==> config.mk <==
export PLATFORM = sky130hd
export DESIGN_NAME = generic_stream_tx
export DESIGN_NICKNAME = d
export VERILOG_FILES = /design/src/rtl/generic_stream_tx.sv
export SDC_FILE = /design/constraint.sdc
export NUM_CORES = 1
export LEC_CHECK = 0
export ABC_AREA = 1
export CORE_MARGIN = 2
export CORE_UTILIZATION = 50
export CTS_BUF_LIST = sky130_fd_sc_hd__clkbuf_16
export DETAILED_ROUTE_END_ITERATION = 7
export PLACE_DENSITY = 0.76
export SYNTH_ARGS = -nofsm -noshare
export SYNTH_HDL_FRONTEND = slang
export SYNTH_SLANG_ARGS = --single-unit
==> constraint.sdc <==
create_clock -name i_clk -period 2.7 [get_ports i_clk]
set_clock_uncertainty 0.2 [all_clocks]
set_input_delay 0.27 -clock i_clk [delete_from_list [all_inputs] [get_ports i_clk]]
set_output_delay 0.27 -clock i_clk [all_outputs]
set_load 0.01 [all_outputs]
==> src/rtl/generic_stream_tx.sv <==
// Burst-framed stream transmitter: a DEPTH-entry FIFO drained in BURST-beat bursts.
// A burst starts only on enable and always completes, stalling on an empty FIFO.
module generic_stream_tx #(
  parameter int unsigned WIDTH = 1,
  parameter int unsigned DEPTH = 4,
  parameter int unsigned BURST = 4
) (
  input  logic                   i_clk,
  input  logic                   i_rst_n,
  input  logic                   i_enable,
  input  logic                   i_push_valid,
  input  logic [WIDTH-1:0]       i_push_data,
  output logic                   o_push_ready,
  output logic                   o_tx_valid,
  output logic [WIDTH-1:0]       o_tx_data,
  output logic                   o_tx_last,
  input  logic                   i_tx_ready,
  output logic [$clog2(DEPTH):0] o_count,
  output logic                   o_busy
);

  localparam int unsigned AW = $clog2(DEPTH);
  localparam int unsigned CW = AW + 1;
  localparam int unsigned BW = (BURST > 1) ? $clog2(BURST) : 1;

  typedef enum logic {
    ST_IDLE  = 1'b0,
    ST_BURST = 1'b1
  } state_t;

  state_t           state_q;
  state_t           state_nxt;
  logic [WIDTH-1:0] mem [DEPTH];
  logic [AW-1:0]    wr_ptr_q;
  logic [AW-1:0]    wr_ptr_nxt;
  logic [AW-1:0]    rd_ptr_q;
  logic [AW-1:0]    rd_ptr_nxt;
  logic [CW-1:0]    count_nxt;
  logic [BW-1:0]    beat_q;
  logic [BW-1:0]    beat_nxt;
  logic             valid_nxt;
  logic             last_nxt;
  logic             ready_nxt;
  logic             busy_nxt;
  logic             do_push;
  logic             do_pop;

  // Handshakes use only registered flags, so ready/valid never depend on the peer.
  assign do_push   = i_push_valid & o_push_ready;
  assign do_pop    = o_tx_valid & i_tx_ready;
  assign o_tx_data = mem[rd_ptr_q];

  always_ff @(posedge i_clk) begin
    if (!i_rst_n) begin
      state_q <= ST_IDLE;
    end else begin
      state_q <= state_nxt;
    end
  end

  always_comb begin
    state_nxt  = state_q;
    beat_nxt   = beat_q;
    wr_ptr_nxt = do_push ? wr_ptr_q + AW'(1) : wr_ptr_q;
    rd_ptr_nxt = do_pop  ? rd_ptr_q + AW'(1) : rd_ptr_q;
    count_nxt  = o_count + CW'(do_push) - CW'(do_pop);

    case (state_q)
      ST_IDLE: begin
        if (i_enable && (o_count != '0)) begin
          state_nxt = ST_BURST;
        end
      end
      ST_BURST: begin
        if (do_pop) begin
          if (o_tx_last) begin
            beat_nxt = '0;
            if (!i_enable) begin
              state_nxt = ST_IDLE;
            end
          end else begin
            beat_nxt = beat_q + BW'(1);
          end
        end
      end
      default: state_nxt = ST_IDLE;
    endcase

    // Output flags are precomputed from next-state values and then registered.
    valid_nxt = (state_nxt == ST_BURST) && (count_nxt != '0);
    last_nxt  = valid_nxt && (beat_nxt == BW'(BURST - 1));
    ready_nxt = (count_nxt != CW'(DEPTH));
    busy_nxt  = (state_nxt == ST_BURST);
  end

  always_ff @(posedge i_clk) begin
    if (!i_rst_n) begin
      wr_ptr_q     <= '0;
      rd_ptr_q     <= '0;
      o_count      <= '0;
      beat_q       <= '0;
      o_tx_valid   <= 1'b0;
      o_tx_last    <= 1'b0;
      o_push_ready <= 1'b1;
      o_busy       <= 1'b0;
    end else begin
      wr_ptr_q     <= wr_ptr_nxt;
      rd_ptr_q     <= rd_ptr_nxt;
      o_count      <= count_nxt;
      beat_q       <= beat_nxt;
      o_tx_valid   <= valid_nxt;
      o_tx_last    <= last_nxt;
      o_push_ready <= ready_nxt;
      o_busy       <= busy_nxt;
    end
  end

  // Storage is deliberately left unreset; contents are meaningless until written.
  always_ff @(posedge i_clk) begin
    if (do_push) begin
      mem[wr_ptr_q] <= i_push_data;
    end
  end

endmodule

==> results.cfg <==
[pwr]
power.share.sequential_pct = 37.4
intPower_w = 0.0007138
power_switching_w = 0.0003440
power_density_nw_per_um2 = 988.8
combPwrFrac_pct = 33.5
p_leak_nw = 0.4696
clkPwrFrac_pct = 29.1
switching_share_pct = 32.52
ir_worst_vdd_mv = 0.5208

[clock_network]
clock_sinks = 19
clkLatencyLatePin_ps = 250
cts_tree = built
ctsHtreeMaxLevel = 1
cts_made_buffers = 3
cts_setup_buffers = 0
clk_path_buf_depth = 2
cts_root_buf = clkbuf_16
ctsHoldBuffers = 0
clk_pin_slew_ps = 50
ctsResizeCount = 0

[timing]
drv_slew = 0
worst_pin_slew_ps = 263.4
hold_viol_final = 0
finalSetupViolations = 0
finalCritPeriodShare_pct = 81.19
rsz0062_at_grt = false
fmax_ghz = 0.4562
fin_tns_setup_ps = 0
period_needed_ps = 2192
relSlewSlack_pct = 82.39

[synth]
synth.top_cell.area_share_pct = 36.09
synth_warnings = 0
syn_inst = 99
synthTopCellsByCount = 21 x nand2_1, 16 x inv_1, 15 x dfxtp_1, 15 x nor2_1
synth.most_common_cell = nand2_1
synth_cell_types = 20
syn_nets = 111
synthTopCellsByArea = dfxtp_1 36%, edfxtp_1 14%, nand2_1 9.5%
synth-seq-cells = 19
async_reset_ff_share_pct = 0
netlist.top_cell.by_area = dfxtp_1
synth-seq-area-share_pct = 50.53
synth-main-ff-cell = dfxtp_1
synth_area_sq_um = 832.0
synth_edf_count = 4
syn_area_per_cell_sq_um = 8.405

[grt]
grt_pass1_vias = 663
met3_usage_pct = 8.800
antenna_found_initial = 0
overflow = 0
grt_most_used_layer = met2
grt.total_usage_pct = 20.42
grt_max_degree = 12
use_met1_pct = 22.82
grt_pass1_wl_um = 2822
gr-usage-met2_pct = 33.04

[drt]
postRouteAntennaNets = 0
vias = 692
route.detailed.drc = 0
wirelength_um = 1613
vias_per_cell = 5.203
drt-pass1-iter-count = 4
initialDrtViolationCount = 18
wire_per_inst_um = 12.13

[placement]
portBuffers = 13
place_hpwl_um = 1158
finalWeightedCongestion = 0.7389

[critical_path]
crit_chain = clkdlybuf4s50_1 > nand2_2 > inv_2 > nand2_1 > nand2_1 > ha_1 > fa_1 > nor2_1 > nand3_1 > nand2_2 > inv_1
worstPathRequired_ps = 2650
end_kind = flop
critPathSlowestCell = clkdlybuf4s50_1
path_buf_inv = 3
worstPathArrival_ps = 2150
critical_path_class = primary input to flop
crit_path_max_incr_delay_ps = 510
cp_top_family = buffers and inverters
startpoint_type = primary input
cp_max_fo = 5

[floorplanning]
io-pin-count = 14
num_rows = 14
die_w_um = 44.80
fp.dieArea_sq_um = 2007
fp.coreArea_sq_um = 1541
die_height_um = 44.80
start_util_pct = 53.98

[cells_and_area]
final_layout_size_suffix_gt1_share_pct = 9.402
diodes = 0
fin_util_pct = 69.40
area.growth.synth_to_final_pct = 28.57
nets = 130

[run]
maxCapViolations = 0

[outcome]
status = completed

[worst_hold_path]
hold_class = flop to flop
## layer usage
layer,vias up,share of wire [%]
met5,-,0
met4,0,3.2
met3,6,6.0
met2,22,48
met1,316,42
li1,348,-
## worst min-delay path: stages (launching register included)
cell      delay (ps)
dfxtp_1          320
inv_1             70
a211oi_1          60
## logic make-up after synthesis
| family | synth area share [%] |
|---|---|
| AND/OR/NAND/NOR | 21.96 |
| flip-flops | 50.53 |
| XOR/XNOR | 1.053 |
| buffers and inverters | 7.669 |
| AO/OA/AOI/OAI | 8.872 |
| adder cells (fa/ha/maj) | 9.925 |
## path summary, 6_finish.rpt
path	start	endpoint	slack (ps)	depth (start not counted)
worst min-delay path	beat_q[0]$_SDFF_PN0_	beat_q[0]$_SDFF_PN0_	310	2
worst max-delay path	i_tx_ready	o_tx_valid$_SDFF_PN0_	510	11
worst max register to register	o_tx_valid$_SDFF_PN0_	o_tx_valid$_SDFF_PN0_	630	10
worst min register to register	beat_q[0]$_SDFF_PN0_	beat_q[0]$_SDFF_PN0_	310	2
## per-stage QoR
stage / instances / hold slack, ps / power (W) / cell area [sq um] / worst slack (ps)
floorplan: 99 / 167.6 / 0.0006056 / 832.0 / 691.0
global placement: 129 / 287.1 / 0.0007387 / 989.7 / 309.6
detailed placement: 129 / 291.5 / 0.0007502 / 989.7 / 277.5
CTS: 133 / 309.4 / 0.001061 / 1070 / 524.4
global route: 133 / 338.4 / 0.001124 / 1070 / 413.2
finish: 133 / 311.0 / 0.001058 / 1070 / 507.9
## cell type report
type,instances,area [sq um]
Tap cell,16,20.02
Multi-Input combinational cell,63,347.8
Timing Repair Buffer,14,137.6
Inverter,17,63.81
Clock buffer,3,75.07
Clock inverter,1,5.005
Sequential cell,19,420.4
Fill cell,128,471.7
## cells in the final DEF (no fill, tap or decap), drive strengths merged
cell type and n:
edfxtp 4, nand2 23, a21oi 7, ha 5, dfxtp 15, clkbuf 3, clkdlybuf4s50 13, clkinv 1
nand3b 1, nor2 16, nand4 1, nand3 3, buf 1, a32oi 1, inv 17, fa 1
xor2 1, a211oi 1, o21ai 3
## power by group through the flow
stage,clock [W],sequential (W),combinational [W]
finish,0.000308,0.000396,0.000355
global route,0.000323,0.000401,0.000400
CTS,0.000311,0.000394,0.000357
detailed placement,0,0.000398,0.000352
global placement,0,0.000397,0.000341
floorplan,0,0.000407,0.000199
Note: power is estimated with default switching activity, not from simulation.
